===== src/rtl/lc_fetch_if.sv =====
// Instruction fetch bus between lc_fetch (master) and instruction memory (slave).
// One outstanding request at a time; fetch_ack returns fetch_data for the requested word.
interface lc_fetch_if #(
    parameter int unsigned ADDR_W = 24
) ();
    logic              fetch_req;
    logic [ADDR_W-1:0] fetch_addr;
    logic              fetch_ack;
    logic [31:0]       fetch_data;

    modport master (
        output fetch_req,
        output fetch_addr,
        input  fetch_ack,
        input  fetch_data
    );

    modport slave (
        input  fetch_req,
        input  fetch_addr,
        output fetch_ack,
        output fetch_data
    );
endinterface


===== src/rtl/lc_fetch.sv =====
// Location counter with a one-word instruction buffer; refetches whenever lc moves to a new
// word and drops any fetch that was in flight for the word it left.
module lc_fetch #(
    parameter int unsigned LC_WIDTH = 26,
    parameter int unsigned SUB_BITS = 2
) (
    input  logic                clk,
    input  logic                reset,
    input  logic                state_fetch,
    input  logic                destlc,
    input  logic                lcinc,
    input  logic [1:0]          lc_mode,
    input  logic [LC_WIDTH-1:0] ob,
    input  logic                srclc,
    output logic [LC_WIDTH-1:0] lc,
    output logic [31:0]         inst_word,
    output logic                inst_valid,
    output logic                needfetch,
    output logic [31:0]         mf,
    lc_fetch_if.master          fbus
);

    localparam logic [1:0] StIdle    = 2'd0;
    localparam logic [1:0] StReq     = 2'd1;
    localparam logic [1:0] StFull    = 2'd2;
    localparam logic [1:0] StDiscard = 2'd3;

    logic [LC_WIDTH-1:0] lc_q, lc_d, step;
    logic [1:0]          state_q, state_d;
    logic [31:0]         word_q, word_d;
    logic                word_chg;

    always_comb begin
        step = LC_WIDTH'(1);
        case (lc_mode)
            2'd0:    step = LC_WIDTH'(1);
            2'd1:    step = LC_WIDTH'(2);
            default: step = LC_WIDTH'(1) << SUB_BITS;
        endcase
    end

    always_comb begin
        lc_d = lc_q;
        if (state_fetch) begin
            if (destlc) begin
                lc_d = ob;
            end else if (lcinc) begin
                lc_d = lc_q + step;
            end
        end
    end

    // Only the word address matters; moving within a word keeps the buffer.
    assign word_chg = lc_d[LC_WIDTH-1:SUB_BITS] != lc_q[LC_WIDTH-1:SUB_BITS];

    always_comb begin
        state_d = state_q;
        word_d  = word_q;
        case (state_q)
            StIdle: state_d = StReq;
            StReq: begin
                if (word_chg) begin
                    // With an ack the bus is free, so re-request at once; otherwise wait it out.
                    state_d = fbus.fetch_ack ? StReq : StDiscard;
                end else if (fbus.fetch_ack) begin
                    word_d  = fbus.fetch_data;
                    state_d = StFull;
                end
            end
            StFull: begin
                if (word_chg) begin
                    state_d = StReq;
                end
            end
            default: begin
                if (fbus.fetch_ack) begin
                    state_d = StReq;
                end
            end
        endcase
    end

    always_ff @(posedge clk) begin
        if (reset) begin
            lc_q    <= '0;
            state_q <= StIdle;
            word_q  <= '0;
        end else begin
            lc_q    <= lc_d;
            state_q <= state_d;
            word_q  <= word_d;
        end
    end

    assign lc              = lc_q;
    assign inst_word       = word_q;
    assign inst_valid      = state_q == StFull;
    assign needfetch       = ~inst_valid;
    assign fbus.fetch_req  = state_q == StReq;
    assign fbus.fetch_addr = lc_q[LC_WIDTH-1:SUB_BITS];
    assign mf              = srclc ? {needfetch, inst_valid, lc_mode, 28'(lc_q)} : 32'd0;

endmodule

===== src/flat_wrapper.sv =====
// flat-port wrapper written by rule: the top's interface ports become plain ports
module lc_fetch_flat 
#(
    parameter int unsigned LC_WIDTH = 26,
    parameter int unsigned SUB_BITS = 2
)
  (clk, reset, state_fetch, destlc, lcinc, lc_mode, ob, srclc, lc, inst_word, inst_valid, needfetch, mf, fbus_fetch_req, fbus_fetch_addr, fbus_fetch_ack, fbus_fetch_data);
  lc_fetch_if fbus_i ();
  input  logic clk;
  input  logic reset;
  input  logic state_fetch;
  input  logic destlc;
  input  logic lcinc;
  input  logic [1:0] lc_mode;
  input  logic [LC_WIDTH-1:0] ob;
  input  logic srclc;
  output logic [LC_WIDTH-1:0] lc;
  output logic [31:0] inst_word;
  output logic inst_valid;
  output logic needfetch;
  output logic [31:0] mf;
  output wire logic [$bits(fbus_i.fetch_req)-1:0] fbus_fetch_req;
  output wire logic [$bits(fbus_i.fetch_addr)-1:0] fbus_fetch_addr;
  input wire logic [$bits(fbus_i.fetch_ack)-1:0] fbus_fetch_ack;
  input wire logic [$bits(fbus_i.fetch_data)-1:0] fbus_fetch_data;
  assign fbus_fetch_req = fbus_i.fetch_req;
  assign fbus_fetch_addr = fbus_i.fetch_addr;
  assign fbus_i.fetch_ack = fbus_fetch_ack;
  assign fbus_i.fetch_data = fbus_fetch_data;
  lc_fetch #(.LC_WIDTH(LC_WIDTH), .SUB_BITS(SUB_BITS)) u_core (.clk(clk), .reset(reset), .state_fetch(state_fetch), .destlc(destlc), .lcinc(lcinc), .lc_mode(lc_mode), .ob(ob), .srclc(srclc), .lc(lc), .inst_word(inst_word), .inst_valid(inst_valid), .needfetch(needfetch), .mf(mf), .fbus(fbus_i));
endmodule

===== config.mk =====
export PLATFORM = sky130hd
export DESIGN_NAME = lc_fetch_flat
export DESIGN_NICKNAME = d
export VERILOG_FILES = /design/src/rtl/lc_fetch_if.sv /design/src/rtl/lc_fetch.sv /design/src/flat_wrapper.sv
export SDC_FILE = /design/constraint.sdc
export NUM_CORES = 1
export LEC_CHECK = 0
export ABC_AREA = 1
export CORE_MARGIN = 3
export CORE_UTILIZATION = 46
export DETAILED_ROUTE_END_ITERATION = 16
export MAX_ROUTING_LAYER = met4
export PLACE_DENSITY = 0.87
export SYNTH_ARGS = -nofsm -noshare
export SYNTH_HDL_FRONTEND = slang
export SYNTH_SLANG_ARGS = --single-unit

===== constraint.sdc =====
create_clock -name clk -period 4.8 [get_ports clk]
set_clock_uncertainty 0.15 [all_clocks]
set_input_delay 1.44 -clock clk [delete_from_list [all_inputs] [get_ports clk]]
set_output_delay 1.44 -clock clk [all_outputs]
set_load 0.02 [all_outputs]

==> impl_metrics.tcl <==
set metrics [dict create \
    crit_fanout 15 \
    synth_simple_gate_area_share_pct 39.6 \
    die_x_um 112 \
    ir_worst_vdd_uv 162 \
    worst_setup_path_end_kind "output port" \
    timing.rr.start "u_core.lc[0]$_SDFFE_PP0P_" \
    power_density_nw_per_um2 213 \
    async_flop_share_pct 0 \
    synth_top_family_by_area "simple AND/OR/NAND/NOR gates" \
    synth_seq_area_share_pct 23.3 \
    port-buffer-count 181 \
    clock_sinks 60 \
    hold-worst-slack_ns 0.317 \
    vias 5510 \
    ant_nets 0 \
    drive_above_1_share_pct 21.6 \
    clk_pin_slew_ns 0.08 \
    cts_hold_buf 0 \
    clockBufferDepth 2 \
    drt_iter0_markers 357 \
    wl_um 16100 \
    hold_violations 0 \
    die-area_um2 12500 \
    dp.cells 1030 \
    status "finished, final reports clean" \
    holdCritStartpoint "u_core.inst_word[21]$_SDFFE_PP0P_" \
    cp.required_ns 3.21 \
    io_pins 184 \
    setup_violations 0 \
    period_share_pct 95.6 \
    n_antenna_cell 0 \
    crit_path_start "srclc" \
    synth_area_leader_cell "dfxtp_1" \
    synth_edf_count 0 \
    slew_headroom_pct 60.7 \
    fin_tns_setup_ns 0 \
    synth_compound_area_share_pct 17.4 \
    rsz0062_at_grt "no" \
    cts_made_buffers 9 \
    clk_latency_ns 0.35 \
    post-route-min-period_ns 4.59 \
    antenna_found_initial 0 \
    post_drt_wl_per_cell_um 15.4 \
    ys_types 39 \
    p_leak_nw 3.00 \
    netlist_area_um2 5160 \
    die_height_um 112 \
    drc 0 \
    worst-setup-path-type "in -> out" \
    ys_top_cells_by_count "nand2_1, inv_1, dfxtp_1" \
    gr-total-overflow 0 \
    instances_no_fill 1046 \
    avgSynthCellArea_um2 6.87 \
    drv.max_cap_violation_count 0 \
    drt_first_pass_iters 7 \
    coreArea_um2 10900 \
    vias_per_cell 5.27 \
    grt_pass1_wl_um 26100 \
    layout.nets 975 \
    post-route-worst-setup-slack_ns 0.210 \
    synth_flop_cell "dfxtp_1" \
    ys_top_cells_by_area "dfxtp_1, nand2_1, nand4_2, inv_1, a21oi_2" \
    grtUsageTotal_pct 26.0 \
    synth_mux_area_share_pct 0 \
    arrival_ns 3.00 \
    initial_core_util_pct 47.4 \
    grt_pass1_vias 5301 \
    globalplace.congestion 0.969 \
    core.rowCount 38 \
    ys_seq_elements 60 \
    htreeDepth 3 \
    yosys.area_share.adder_pct 1.84 \
    synth_top_area_share_pct 23.3 \
    fmax_mhz 218 \
    post-place-ws_ns -0.136 \
    final_max_slew_viol_count 0 \
    yosys_warnings 0 \
    hp-class "reg -> reg" \
    synth_xor_area_share_pct 1.02 \
    crit_path_start_kind "primary input" \
    cts_tree "built" \
    netlist_instances 751 \
    worst_pin_slew_ns 0.589 \
    cts_root_buffer "clkbuf_8" \
    dp_hpwl_um 12100 \
    grt_max_degree 51 \
    syn2layout_area_growth_pct 38.9 \
    yosysMostFrequentCell "nand2_1" \
]
==> power by group <==
part,internal [mW],switching [mW],leakage (nW)
registers,0.516,0.0416,0.490
logic,0.196,0.246,2.40
clock network,0.295,0.234,0.110
total,1.01,0.521,3.00
==> per-layer routing <==
layer	GRT usage, %	vias up	part of all wire, %
li1	-	2754	-
met1	33.9	2499	43
met2	41.3	233	47
met3	5.05	24	7.9
met4	7.14	0	1.5
met5	-	-	0
==> critical path, cell delays in order <==
cell             delay, ns
clkdlybuf4s50_1       0.51
buf_4                 0.25
nand2_1               0.08
inv_1                 0.08
clkdlybuf4s50_1       0.64
==> stage by stage <==
stage	utilization [%]	instance area [µm²]	power [mW]
6_report	65.8	7160	1.53
3_5_place_dp	63.6	6920	1.01
4_1_cts	65.6	7140	1.53
2_1_floorplan	-	5160	0.822
5_1_grt	65.8	7160	1.59
3_3_place_gp	63.6	6920	1.00
==> layout make-up <==
type	count	area, µm²
tap	140	175
clock buffer	9	124
inverter	101	379
multi-input combinational	518	3110
clock inverter	7	98.8
timing repair buffer	211	2070
fill	930	3730
sequential	60	1200
==> cell families after synthesis <==
kind of cell,after synthesis
compound gates,127
flops,60
simple gates,376
buf+inv,174
other cells,1
fa+ha+maj,7
xor+xnor,6
==> flip-flops by register name, indices dropped and copies added (netlist names) <==
signal	cells
u_core.inst_word	32
u_core.lc	26
u_core.state_q	2
==> cell usage in the layout (no fill, tap or decap), types with 4 or more instances in the layout <==
cell / netlist / final
o21ai_0: 8 / 7
nand3_1: 50 / 48
a21oi_1: 35 / 34
nand2_1: 139 / 137
dfxtp_1: 60 / 60
inv_1: 96 / 96
xor2_1: 6 / 6
o211ai_1: 18 / 18
a211oi_1: 16 / 16
clkbuf_8: 0 / 9
a221oi_1: 6 / 6
nand4_1: 22 / 22
o21ai_1: 3 / 4
o2111ai_1: 9 / 9
nor2_1: 55 / 55
clkdlybuf4s50_1: 0 / 178
or2_2: 23 / 23
nand4_2: 30 / 30
nand2_2: 39 / 41
buf_4: 30 / 26
ha_1: 6 / 5
buf_12: 4 / 4
a21oi_2: 30 / 31
nor2_2: 8 / 8
==> worst paths after layout <==
check                                            to  slack (ns)  cells past startpoint
setup reg to reg  u_core.inst_word[28]$_SDFFE_PP0P_        1.55                     19
setup / recovery                             mf[14]        0.21                      5
hold / removal    u_core.inst_word[21]$_SDFFE_PP0P_        0.32                      2
hold reg to reg   u_core.inst_word[21]$_SDFFE_PP0P_        0.32                      2
==> repair_timing <==
item / in CTS / in global routing
buffers inserted: 0 / 0
gates resized for setup: 0 / 6
endpoints found under the setup margin: 0 / 32
(Power assumes the default switching activity.)
==> patch 1: new RTL, same settings <==
Add an input register stage for `lc_mode`, cleared by the reset; this delays it by one clock. The other inputs are not delayed to match.
--- a/src/rtl/lc_fetch.sv
+++ b/src/rtl/lc_fetch.sv
@@ -25,6 +25,16 @@
     localparam logic [1:0] StFull    = 2'd2;
     localparam logic [1:0] StDiscard = 2'd3;
 
+    logic [1:0] lc_mode_q;
+
+    always_ff @(posedge clk) begin
+        if (reset) begin
+            lc_mode_q <= '0;
+        end else begin
+            lc_mode_q <= lc_mode;
+        end
+    end
+
     logic [LC_WIDTH-1:0] lc_q, lc_d, step;
     logic [1:0]          state_q, state_d;
     logic [31:0]         word_q, word_d;
@@ -32,7 +42,7 @@
 
     always_comb begin
         step = LC_WIDTH'(1);
-        case (lc_mode)
+        case (lc_mode_q)
             2'd0:    step = LC_WIDTH'(1);
             2'd1:    step = LC_WIDTH'(2);
             default: step = LC_WIDTH'(1) << SUB_BITS;
@@ -98,6 +108,6 @@
     assign needfetch       = ~inst_valid;
     assign fbus.fetch_req  = state_q == StReq;
     assign fbus.fetch_addr = lc_q[LC_WIDTH-1:SUB_BITS];
-    assign mf              = srclc ? {needfetch, inst_valid, lc_mode, 28'(lc_q)} : 32'd0;
+    assign mf              = srclc ? {needfetch, inst_valid, lc_mode_q, 28'(lc_q)} : 32'd0;
 
 endmodule
Formal check against the unedited RTL: not equivalent (Yosys sat finds a counterexample within 4 cycles, from zero or initial values and one cycle with reset high).
==> patch 1 against the original RTL <==
- wire length down 12%
- worst setup slack better by 0.085 ns
- final area fell by 7.6%
- sequential cell count increased by 2
- sequential power rose by 3%
- total power shrank 4.2%
- count of clock-buffer cells in the layout unchanged
- synthesized area decreased by 8.5%
- critical path type unchanged
==> patch 1: results (changes against the original RTL) <==
* Clock root buffer: clkbuf_8
* Hold Path Class: reg -> reg
* Setup TNS at 0 ns (unchanged)
* Internal reg-to-reg setup slack at 1.15 ns (-0.40 ns)
* Top post-synthesis cells by count: nand2_1, inv_1, dfxtp_1
* Top_reg_cell synth: dfxtp_1
* Post-Syn Area per Cell at 6.51 µm² (-5.2%)
* WP data arrival at 2.92 ns (-0.08 ns)
* Syn. warnings at 0 (unchanged)
* Final HPWL DP at 10,700 µm (-12%)
* Routed wire per std cell at 14.1 µm (-8.5%)
* GRT Total Usage at 24.6% (-1.4 points)
* Dpl cells at 989 (-4.0%)
* Count of different cell masters after synthesis at 41 (+5.1%)
* Sequential fraction of the synthesis area at 26.3% (+3.0 points)
* Area after DPL at 0.00641 mm² (-7.4%)
* Hold_ws at 0.324 ns (+0.00687 ns)
* CP max-delay cell: clkdlybuf4s50_1
* Synth top area cells: dfxtp_1, nand2_1, inv_1
* Worst IR drop on VDD at 195 µV (+21%)
* Max reg flops at 32 (unchanged)
* Total CTS buffers at 9 (unchanged)
* Via/cell ratio at 5.07 (-3.8%)
* First-pass DRT Iterations at 5 (-2)
* # port buffers at 181 (unchanged)
* Clock transition at the registers of the reported paths at 0.08 ns (about the same)
* Clk buf depth at 2 (unchanged)
* Leakage at 0.00279 µW (-6.9%)
* Slowest stage delay, CP at 0.61 ns (-0.03 ns)
* DP Worst Slack at 0.309 ns (+0.445 ns)
* Post_cts resized at 0 (unchanged)
* First-pass GRT wire length at 22,500 µm (-14%)
* Antenna cells at 0 (unchanged)
* Cell family with most CP delay: buffers and inverters
* Clk_lat worst skew at 0.35 ns (about the same)
* H-tree depth at 3 (unchanged)
* Die area at 0.0115 mm² (-8.1%)
* Max FO, Critical Path at 30 (+15)
* Status: finished, final reports clean
* Largest net degree at the start of global routing at 42 (-18%)
* Post CTS Setup Buffer Count at 0 (unchanged)
* Share of synthesized registers carrying an async set or reset at 0% (unchanged)
* Vias in the first global route at 4,656 (-12%)
* Final GP Congestion at 0.934 (-3.6%)
* Nets at 941 (-3.5%)
* Rel. slew slack at 42.1% (-19 points)
* Final std cells w/o fill at 1,005 (-3.9%)
* Antenna violations before repair at 0 (unchanged)
* 1st-iter DRT viols at 292 (-18%)
* Final WS setup at 0.295 ns (+0.0849 ns)
* Share of layout cells above drive strength 1 at 15.1% (-6.5 points)
* Switching power total at 502 µW (-3.8%)
## patch 1: changes by cell type in the layout (fill, tap and decap cells not counted), sizes merged, moves of 4 or more
cell and delta:
nand2 +34, nand4 -29, buf -22, or2 -6
a21oi +5, a221oi -5, inv -5, o2111ai -5
o21ai +5, nand3 -4
## patch 1: cell type report
class | instances | area [µm²]
fillers | 832 | 3250
multi-input cells | 508 | 2740
repair buffers | 191 | 1910
flip-flops and latches | 62 | 1240
inverters | 95 | 362
well taps | 133 | 166
clock buffers | 9 | 124
clock inverters | 7 | 82.6
## patch 1: power groups by stage
stage	Clock, µW	Sequential, µW	Combinational (µW)
finish	496	571	397
floorplan	0	589	217
global route	524	575	433
CTS	501	570	397
detailed placement	0	582	395
global placement	0	582	392
## patch 1: final timing paths
check                       start                    to  cells after the start
max                         srclc                mf[31]                      5
min reg2reg  u_core.inst_word[23]  u_core.inst_word[23]                      2
min          u_core.inst_word[23]  u_core.inst_word[23]                      2
max reg2reg   u_core.lc_mode_q[1]  u_core.inst_word[24]                     23
## patch 1: logic make-up (layout without fill, tap and decap cells)
kind of cell	after synthesis	count (layout)	share of synthesized area (%)
other	1	2	0.0795
AO/OA/AOI/OAI	125	125	17.9
XOR/XNOR	3	3	0.557
AND/OR/NAND/NOR	371	371	37.4
adder cells (fa/ha/maj)	7	7	2.02
flip-flops	62	62	26.3
buffers and inverters	156	302	15.8
## patch 1: per-layer routing
metal / share of wire [%] / global-route usage (%)
met1: 44 / 32.0
met3: 7.7 / 5.40
met4: 2.1 / 6.76
met5: 0 / -
met2: 46 / 38.7
==> patch 2: new RTL, same settings <==
Without the edit above. Make the reset (`reset`) asynchronous in one clocked block.
--- a/src/rtl/lc_fetch.sv
+++ b/src/rtl/lc_fetch.sv
@@ -80,7 +80,7 @@
         endcase
     end
 
-    always_ff @(posedge clk) begin
+    always_ff @(posedge clk or posedge reset) begin
         if (reset) begin
             lc_q    <= '0;
             state_q <= StIdle;
Function: differs if reset is asserted again (counterexample within 4 cycles, from zero or initial values and one cycle with reset high); with reset held inactive, the same outputs for 4 cycles.
==> patch 2 against the original RTL <==
- sequential power is 13% higher
- total power grew 22%
- non-clock buffer count shrank 5
- worst setup slack gained 0.10 ns
- wire length decreased by 6.2%
- final area shrank 5.9%
- clock power shrank 11%
- sequential share of layout area up 5.5 points
- sequential cell count is the same
- synthesized area fell by 10%
- count of clock-buffer cells in the layout unchanged
- critical endpoint is now mf[4]
- largest power group is now combinational cells
- highest routed layer unchanged
==> patch 2: results (changes against the original RTL) <==
* Final GP Congestion at 0.867 (-10%)
* GRT Total Usage at 26.6% (+0.61 points)
* Share of synthesized registers carrying an async set or reset at 100% (+100 points)
* Final std cells w/o fill at 993 (-5.1%)
* Clock root buffer: clkbuf_8
* Clk buf depth at 2 (unchanged)
* Final HPWL DP at 10,800 µm (-11%)
* Count of different cell masters after synthesis at 31 (-21%)
* Sequential fraction of the synthesis area at 32.4% (+9.1 points)
* # port buffers at 181 (unchanged)
* Max reg flops at 32 (unchanged)
* 1st-iter DRT viols at 450 (+26%)
* Antenna cells at 0 (unchanged)
* First-pass DRT Iterations at 5 (-2)
* First-pass GRT wire length at 24,000 µm (-8.0%)
* Worst IR drop on VDD at 140 µV (-13%)
* Leakage at 0.00344 µW (+15%)
* Largest net degree at the start of global routing at 43 (-16%)
* Max FO, Critical Path at 30 (+15)
* Nets at 933 (-4.3%)
* Routed wire per std cell at 15.2 µm (-1.2%)
* Synth top area cells: dfrtp_1, nand2_1, nand3_1
* Share of layout cells above drive strength 1 at 10.1% (-12 points)
* Top post-synthesis cells by count: nand2_1, inv_1, nand3_1
* Hold Path Class: reg -> reg
* Antenna violations before repair at 0 (unchanged)
* Total CTS buffers at 9 (unchanged)
* Top_reg_cell synth: dfrtp_1
* Switching power total at 737 µW (+41%)
* Status: finished, final reports clean
* WP data arrival at 2.90 ns (-0.10 ns)
* Dpl cells at 969 (-5.9%)
* Rel. slew slack at 30.8% (-30 points)
* Clock transition at the registers of the reported paths at 0.07 ns
* Syn. warnings at 0 (unchanged)
* Clk_lat worst skew at 0.35 ns (about the same)
* Mapped Cells at 700 (-6.8%)
* H-tree depth at 3 (unchanged)
* Vias in the first global route at 5,170 (-2.5%)
* Via/cell ratio at 5.29 (+0.35%)
==> patch 2: per-stage QoR <==
| stage | total power [µW] | worst slack, ns | instance area, µm² | utilization (%) |
|---|---|---|---|---|
| finish | 1870 | 0.311 | 6740 | 70.9 |
| global route | 1970 | 0.163 | 6740 | 70.9 |
| CTS | 1870 | 0.0385 | 6610 | 69.6 |
| detailed placement | 1390 | -0.296 | 6410 | 67.5 |
| global placement | 1360 | -0.161 | 6410 | 67.5 |
| floorplan | 1080 | 0.715 | 4630 | - |
==> patch 2: final timing paths <==
check | from | to | slack (ns) | depth (start not counted)
hold reg to reg | u_core.inst_word[2] | u_core.inst_word[2] | 0.32 | 2
setup reg to reg | u_core.lc[0] | u_core.inst_word[31] | 1.31 | 22
setup / recovery | srclc | mf[4] | 0.31 | 5
max in group asynchronous | reset | u_core.inst_word[20] | 2.20 | 3
min in group asynchronous | reset | u_core.inst_word[26] | 1.48 | 2
hold / removal | u_core.inst_word[2] | u_core.inst_word[2] | 0.32 | 2
==> patch 2: cell families (layout without fill, tap and decap cells) <==
logic type	count (synthesis)	after routing	share of synthesized area (%)
simple gates	403	404	39.4
xor+xnor	5	5	0.946
fa+ha+maj	7	7	2.05
flops	60	60	32.4
other cells	1	2	0.0810
compound gates	77	77	9.87
buf+inv	147	309	15.2
==> patch 2: worst max-delay path: stages <==
cell             delay (ns)
clkdlybuf4s50_1        0.50
buf_12                 0.19
nand2_1                0.08
inv_1                  0.07
clkdlybuf4s50_1        0.60
==> patch 2: area by class of cell <==
cell class | count | area [µm²]
fill | 748 | 2770
inverter | 87 | 327
multi-input combinational | 495 | 2470
clock buffer | 9 | 124
tap | 129 | 161
clock inverter | 7 | 75.1
timing repair buffer | 206 | 2080
sequential | 60 | 1500
==> patch 2: metal layers <==
layer	vias to the layer above	global-route usage (%)	part of all wire [%]
li1	2528	-	-
met1	2408	31.4	40
met2	266	44.4	49
met3	47	4.55	7.2
met4	0	12.3	3.6
met5	-	-	0
==> patch 2: power by group through the flow <==
stage / sequential [µW] / clock [µW] / combinational [µW]
finish: 630 / 470 / 769
global route: 638 / 497 / 834
CTS: 627 / 475 / 764
detailed placement: 637 / 0 / 757
global placement: 631 / 0 / 731
floorplan: 662 / 0 / 413
==> patch 2: repair_timing <==
item                       4_1_cts  5_1_grt
resized for setup                0        9
buffers inserted                 0        6
setup endpoints to repair        0       34
